[src/rtl/awgn_noise_gen.sv]
// awgn_noise_gen
// Two independent pseudo-Gaussian noise streams (I and Q) for the QPSK
// channel model. Each output sample is the exact sum of four signed 18-bit
// uniform values taken from four 32-bit Fibonacci LFSRs. This relies on the
// central-limit theorem to approximate a Gaussian.
//
// Output handshake: noise_valid is a plain valid with no ready. While
// noise_valid is high, every edge with en=1 replaces I_noise/Q_noise with a
// new sample. The consumer must take the sample in that cycle. While en=0,
// all outputs hold their values.
//
// Datapath:
//   LFSR state (registered) -> u_k = lfsr_k[17:0] (signed)
//   stage B: pairwise sums, 19-bit signed, exact
//   stage C: final sums, 20-bit signed, exact -> I_noise / Q_noise
// Each enabled cycle, every LFSR leaps LEAP=18 steps. Each uniform sample
// therefore uses only fresh bits.

module awgn_noise_gen #(
    parameter logic [31:0] SEED = 32'h1D872B41
) (
    input  logic        clk_fs,
    input  logic        rst,
    input  logic        en,
    input  logic        seed_load,
    input  logic [31:0] seed_in,
    output logic [19:0] I_noise,
    output logic [19:0] Q_noise,
    output logic        noise_valid
);

    // LFSR steps per enabled clock; equals the uniform sample width so that
    // consecutive samples share no bits.
    localparam int LEAP = 18;

    // Odd 32-bit constant (golden ratio) used to decorrelate the eight seeds.
    localparam logic [31:0] SEED_SPREAD = 32'h9E3779B9;

    // ------------------------------------------------------------------
    // Helper functions
    // ------------------------------------------------------------------

    // One Fibonacci step, polynomial x^32 + x^22 + x^2 + x + 1.
    function automatic logic [31:0] lfsr_step(input logic [31:0] s);
        logic nb;
        nb = s[31] ^ s[21] ^ s[1] ^ s[0];
        return {s[30:0], nb};
    endfunction

    // LEAP unrolled steps; synthesises to a pure XOR network.
    function automatic logic [31:0] lfsr_leap(input logic [31:0] s);
        logic [31:0] r;
        r = s;
        for (int i = 0; i < LEAP; i++) begin
            r = lfsr_step(r);
        end
        return r;
    endfunction

    // Derive the seed of LFSR k from a base seed. The all-zero state would
    // lock the LFSR, so a zero result is replaced with 1.
    function automatic logic [31:0] seed_mix(input logic [31:0] base,
                                             input logic [2:0]  k);
        logic [31:0] m;
        m = base ^ ({29'd0, k} * SEED_SPREAD);
        if (m == 32'd0) begin
            m = 32'h0000_0001;
        end
        return m;
    endfunction

    // ------------------------------------------------------------------
    // State
    // ------------------------------------------------------------------

    logic [31:0]        lfsr_q [8];
    logic [31:0]        lfsr_d [8];
    logic [31:0]        rst_seed [8];
    logic signed [17:0] u [8];

    // Stage B: pairwise sums
    logic signed [18:0] pi0_q, pi1_q, pq0_q, pq1_q;
    logic signed [18:0] pi0_d, pi1_d, pq0_d, pq1_d;
    logic               vb_q, vb_d;

    // Stage C: output registers
    logic signed [19:0] i_noise_q, q_noise_q;
    logic signed [19:0] i_noise_d, q_noise_d;
    logic               valid_q, valid_d;

    // ------------------------------------------------------------------
    // Combinational logic
    // ------------------------------------------------------------------

    // Power-on seeds, derived from the SEED parameter (constant after elaboration).
    always_comb begin
        for (int k = 0; k < 8; k++) begin
            rst_seed[k] = seed_mix(SEED, k[2:0]);
        end
    end

    // Uniform samples from the registered LFSR state, read as two's complement.
    always_comb begin
        for (int k = 0; k < 8; k++) begin
            u[k] = signed'(lfsr_q[k][17:0]);
        end
    end

    // LFSR next state: seed_load reseeds the LFSRs even when en=0; otherwise en leaps them by LEAP steps.
    always_comb begin
        for (int k = 0; k < 8; k++) begin
            lfsr_d[k] = lfsr_q[k];
            if (seed_load) begin
                lfsr_d[k] = seed_mix(seed_in, k[2:0]);
            end else if (en) begin
                lfsr_d[k] = lfsr_leap(lfsr_q[k]);
            end
        end
    end

    // Pipeline next state: seed_load flushes to zero; en advances both stages.
    always_comb begin
        pi0_d     = pi0_q;
        pi1_d     = pi1_q;
        pq0_d     = pq0_q;
        pq1_d     = pq1_q;
        vb_d      = vb_q;
        i_noise_d = i_noise_q;
        q_noise_d = q_noise_q;
        valid_d   = valid_q;

        if (seed_load) begin
            pi0_d     = '0;
            pi1_d     = '0;
            pq0_d     = '0;
            pq1_d     = '0;
            vb_d      = 1'b0;
            i_noise_d = '0;
            q_noise_d = '0;
            valid_d   = 1'b0;
        end else if (en) begin
            // Sign-extend before adding, so each sum is exact in 19 bits.
            pi0_d = {u[0][17], u[0]} + {u[1][17], u[1]};
            pi1_d = {u[2][17], u[2]} + {u[3][17], u[3]};
            pq0_d = {u[4][17], u[4]} + {u[5][17], u[5]};
            pq1_d = {u[6][17], u[6]} + {u[7][17], u[7]};
            vb_d  = 1'b1;

            // The range is [-2^19, 2^19-4], so the result fits in 20 bits and never saturates.
            i_noise_d = {pi0_q[18], pi0_q} + {pi1_q[18], pi1_q};
            q_noise_d = {pq0_q[18], pq0_q} + {pq1_q[18], pq1_q};
            valid_d   = vb_q;
        end
    end

    // ------------------------------------------------------------------
    // Registers
    // ------------------------------------------------------------------

    // LFSR state register; rst returns every generator to its power-on seed.
    always_ff @(posedge clk_fs) begin
        if (rst) begin
            for (int k = 0; k < 8; k++) begin
                lfsr_q[k] <= rst_seed[k];
            end
        end else begin
            for (int k = 0; k < 8; k++) begin
                lfsr_q[k] <= lfsr_d[k];
            end
        end
    end

    // Pipeline registers; rst clears all partial data and both valid flags.
    always_ff @(posedge clk_fs) begin
        if (rst) begin
            pi0_q     <= '0;
            pi1_q     <= '0;
            pq0_q     <= '0;
            pq1_q     <= '0;
            vb_q      <= 1'b0;
            i_noise_q <= '0;
            q_noise_q <= '0;
            valid_q   <= 1'b0;
        end else begin
            pi0_q     <= pi0_d;
            pi1_q     <= pi1_d;
            pq0_q     <= pq0_d;
            pq1_q     <= pq1_d;
            vb_q      <= vb_d;
            i_noise_q <= i_noise_d;
            q_noise_q <= q_noise_d;
            valid_q   <= valid_d;
        end
    end

    assign I_noise     = i_noise_q;
    assign Q_noise     = q_noise_q;
    assign noise_valid = valid_q;

endmodule

[config.mk]
export PLATFORM = sky130hd
export DESIGN_NAME = awgn_noise_gen
export DESIGN_NICKNAME = d
export VERILOG_FILES = /design/src/rtl/awgn_noise_gen.sv
export SDC_FILE = /design/constraint.sdc
export NUM_CORES = 1
export LEC_CHECK = 0
export CAP_MARGIN = 20
export CORE_UTILIZATION = 33
export CTS_BUF_LIST = sky130_fd_sc_hd__clkbuf_2 sky130_fd_sc_hd__clkbuf_4 sky130_fd_sc_hd__clkbuf_8
export DETAILED_ROUTE_END_ITERATION = 10
export GPL_TIMING_DRIVEN = 0
export PLACE_DENSITY_LB_ADDON = 0.3
export REMOVE_ABC_BUFFERS = 1
export SLEW_MARGIN = 5
export SYNTH_ARGS = -nofsm -noshare
export SYNTH_HDL_FRONTEND = slang
export SYNTH_SLANG_ARGS = --single-unit
export TNS_END_PERCENT = 5
[constraint.sdc]
create_clock -name clk_fs -period 2.8 [get_ports clk_fs]
set_input_delay 0.7 -clock clk_fs [delete_from_list [all_inputs] [get_ports clk_fs]]
set_output_delay 0.7 -clock clk_fs [all_outputs]
set_load 0.02 [all_outputs]
======== Word-level counts from Yosys, hierarchy flattened ========
Memories as Yosys holds them, arrays and structs flattened.
Index checks and enable logic that the tools add are counted.
word-level totals
  bits in registers ....................... 118
  memory bits (writable) .................. 256
  input port bits ......................... 36
  output and inout port bits .............. 41
  memories kept ........................... 1
memory list
  memory  words  bits a word  read ports  clocked after memory_dff  wr ports  line  RTL
  lfsr_q  8      32           8           0                         8         76    logic [31:0] lfsr_q [8];
cells by class
  $add $sub $neg .......................... 6
  muxes and demuxes ....................... 35
  bitwise gates (word level) .............. 447
  reductions and logical operators ........ 9
operators by type and width
  operator                                   number
  32-bit 2-to-1 mux                          32
  1-bit XOR                                  432
  32-bit zero test                           8
  18-bit by 18-bit adder with 19-bit output  4
  19-bit by 19-bit adder with 20-bit output  2
  19-bit inverter                            2
  20-bit inverter                            1
  18-bit inverter                            1
  17-bit inverter                            1
  14-bit inverter                            1
  13-bit inverter                            1
  1-bit OR                                   8
  1-bit 2-to-1 mux                           3
  2-bit OR reduction                         1

======== Longest topological paths before layout ========
An unclocked memory read counts as a cell.
  depth after elaboration ................. 24
  depth in mapped cells ................... 13
  depth with buffers taken out ............ 13

======== Worst setup path before layout ========
No wires, ideal clock.
  path kind ............................... reg-to-reg
  start ................................... memory lfsr_q[5][1] (netlist: lfsr_q[1][33])
  end ..................................... memory lfsr_q[5][1] (netlist: lfsr_q[1][33])
  arrival time ............................ 2.873 ns
  path slack .............................. -0.188 ns
  cell stages (with the launch flop) ...... 11
  path buffers ............................ 0
  cells stage by stage .................... dfxtp_1 > xnor3_2 > xnor3_2 > xnor3_2 > xnor2_2 > xnor2_2 > xnor2_2 > xnor2_1 > xnor2_1 > a21oi_1 > o21a_1
RTL lines
  what             line
  start, declared  76

==> impl_metrics.toml <==
[worst_setup_path]
cp_max_fo = 4
worstPathRequired_ps = 3370
crit_cells = 11
crit_path_top_delay_cell = "a311o_1"
crit_family = "compound AO/OA/AOI/OAI gates"
crit_arrival_ps = 3410
crit_buf_inv = 1
timing_worst_setup_path_type = "reg2reg"
crit_chain = "ha_1 > nor2b_2 > o21ai_2 > a21boi_2 > o21ai_1 > nand2b_1 > a21o_1 > a311o_1 > a311o_1 > buf_4 > a211oi_1"
worstSetupStartpointType = "flop"
cp_slowest_stage_delay_ps = 430
reg2reg_depth = 11
cp_common_cell = "a311o_1"
crit_path_end_kind = "flop"

[sta]
fin_tns_setup_ps = -86.15
final_min_period_over_clock_period = 1.016
period_needed_ps = 2845
fin_ws_ps = -44.59
finalHoldViolCount = 0
max_freq_mhz = 351.5
rsz0062_at_grt = "true"
worst_pin_slew_ps = 1236
slew_violations = 0
setup_viol = 4
timing.slew.headroom = 0.1729
whs_ps = 445.5
worst_clock_skew_ps = 52.88

[placement]
dpl-instance-area_um2 = 24910
dpl_worst_slack_ps = -1726
dp_hpwl_um = 57340
gp_congestion = 0.9482
port_buffers = 76
placed_cells = 3582

[flow_run]
drv_cap = 0

[clocking]
clk_latency_ps = 690
cts.sinks = 374
clk_pin_slew_ps = 70
h-tree-depth = 3
ctsRootBufferMaster = "clkbuf_8"
ctsHoldBuffers = 0
cts_max_path_buffers = 3
tritoncts = "yes"
numCtsBuffers = 69

[status]
violations = "negative setup slack"
status = "finished, violations left"

[drt]
viasPerCell = 5.315
drt-initial-drc-count = 1842
vias = 20018
wire_per_inst_um = 21.98
routed_wl_um = 82780
postRouteAntennaNets = 0
post-route-drc-count = 0
first_pass_iters = 6

[global_routing]
grt_max_degree = 106
grt_pass1_wl_um = 120900
antenna_found_initial = 15
grt_overflow = 0
grt_pass1_vias = 18864
grt_usage = 0.2280

[logic_synthesis]
synth.distinct_cells = 67
synth_top_flop_cell = "dfxtp_1"
synthCells = 2673
synth_edf_count = 0
synth_top_area_frac = 0.3255
yosysTopAreaCell = "dfxtp_1"
synth_area_leaders = "dfxtp_1, xnor2_1, mux2i_1"
avgSynthCellArea_um2 = 8.606
syn-cell-area_um2 = 23000
synth_warnings = 0
synth_seq_cells = 374
ys_seq_area_frac = 0.3255
synth-async-reset-ratio = 0

[finish]
final_cells = 3766
design_area_um2 = 28080
nNetsFinal = 2922
n_fill_cell = 6890
drive_gt1_frac = 0.1402
fin_util = 0.4080
final_cell_mix = "dfxtp_1, nor2_1, xnor2_1"
final_common_cell = "dfxtp_1"
syn_to_final_growth_pct = 22.06

[worst_hold_path]
hold_path_class = "reg2reg"
hold-path-cell-count = 2

[pwr]
power_leakage_nw = 11.14
p_total_mw = 36.11
vdd_drop_max_v = 0.0006887
powerDensity_nw_per_um2 = 1286

[floorplan]
dieArea_um2 = 70770
rows = 96
start_util = 0.3342
die_h_um = 266.0
ios = 77
die_x_um = 266.0
core_um2 = 68830
[cells in the mapped netlist, drive strengths merged (10+ instances only)]
library cell / n
o21a: 24
o211ai: 16
xnor2: 345
clkbuf: 95
nand4: 14
inv: 67
and2: 50
buf: 24
nor2: 274
a21oi: 210
a21boi: 59
mux2i: 141
xnor3: 10
nor3: 35
nand3: 25
a21o: 27
nand2b: 13
a211oi: 89
ha: 110
nor2b: 33
xor2: 135
nand2: 148
a31oi: 12
or3: 11
dfxtp: 374
nor4: 11
o21ai: 223
[worst reg2reg max path, cell delays in order (launching register included)]
cell and delay (ps):
dfxtp_1 340, ha_1 340, nor2b_2 180, o21ai_2 210
a21boi_2 90, o21ai_1 120, nand2b_1 90, a21o_1 200
a311o_1 430, a311o_1 410, buf_4 140, a211oi_1 170
[worst paths after layout]
path / end / slack (ps) / from
setup / recovery: pq1_q[18]$_SDFFE_PP0P_ / -40 / lfsr_q[1][66]$_SDFFE_PP1P_
hold / removal: I_noise[17]$_SDFFE_PP0P_ / 450 / I_noise[17]$_SDFFE_PP0P_
setup reg to reg: pq1_q[18]$_SDFFE_PP0P_ / -40 / lfsr_q[1][66]$_SDFFE_PP1P_
hold reg to reg: I_noise[17]$_SDFFE_PP0P_ / 450 / I_noise[17]$_SDFFE_PP0P_
[layout make-up]
cell class	instances	area (µm²)	share of cell area
sequential	374	7537	0.2684
clock inverter	14	180.2	0.006417
antenna	10	25.02	0.0008912
tap	931	1165	0.04149
timing repair buffer	145	1600	0.05699
multi-input combinational	2111	15870	0.5653
inverter	69	289.0	0.01029
clock buffer	112	1410	0.05022
[power by group]
part           switching, mW  internal [mW]
clock                   2.56           3.56
sequential              1.32           6.30
combinational           11.9           10.5
[repair_timing]
| item | in CTS | in global routing |
|---|---|---|
| resized for setup | 108 | 110 |
| hold endpoints to repair | 0 | 0 |
| buffers inserted | 23 | 21 |
| endpoints found under the setup margin | 99 | 77 |
| pin swaps | 37 | 50 |
| cloned | 1 | 1 |
[logic make-up after synthesis]
kind of cell,after synthesis,synth area share
AOI/OAI and AO/OA,730,0.1934
and+or+nand+nor,632,0.1237
xor gates and xnor gates,492,0.2002
DFF,374,0.3255
buffers and inverters,188,0.03084
muxes,141,0.06135
adders and majority gates,116,0.06505
[per-layer routing]
layer	wire [µm]	GRT usage	vias up	part of all wire
met5	23	0	-	0.00028
met4	2414	0.09087	4	0.029
met3	6655	0.05148	138	0.080
met2	36090	0.3432	661	0.44
met1	37600	0.3134	9655	0.45
li1	-	-	9560	-
[state kept, by name, summed over array words and instances (netlist names)]
signal and count:
vb_q 1, noise_valid 1, pi0_q 19, Q_noise 20
pq0_q 19, pq1_q 19, pi1_q 19, lfsr_q 256
I_noise 20
Power figures use the tool's default switching activity.
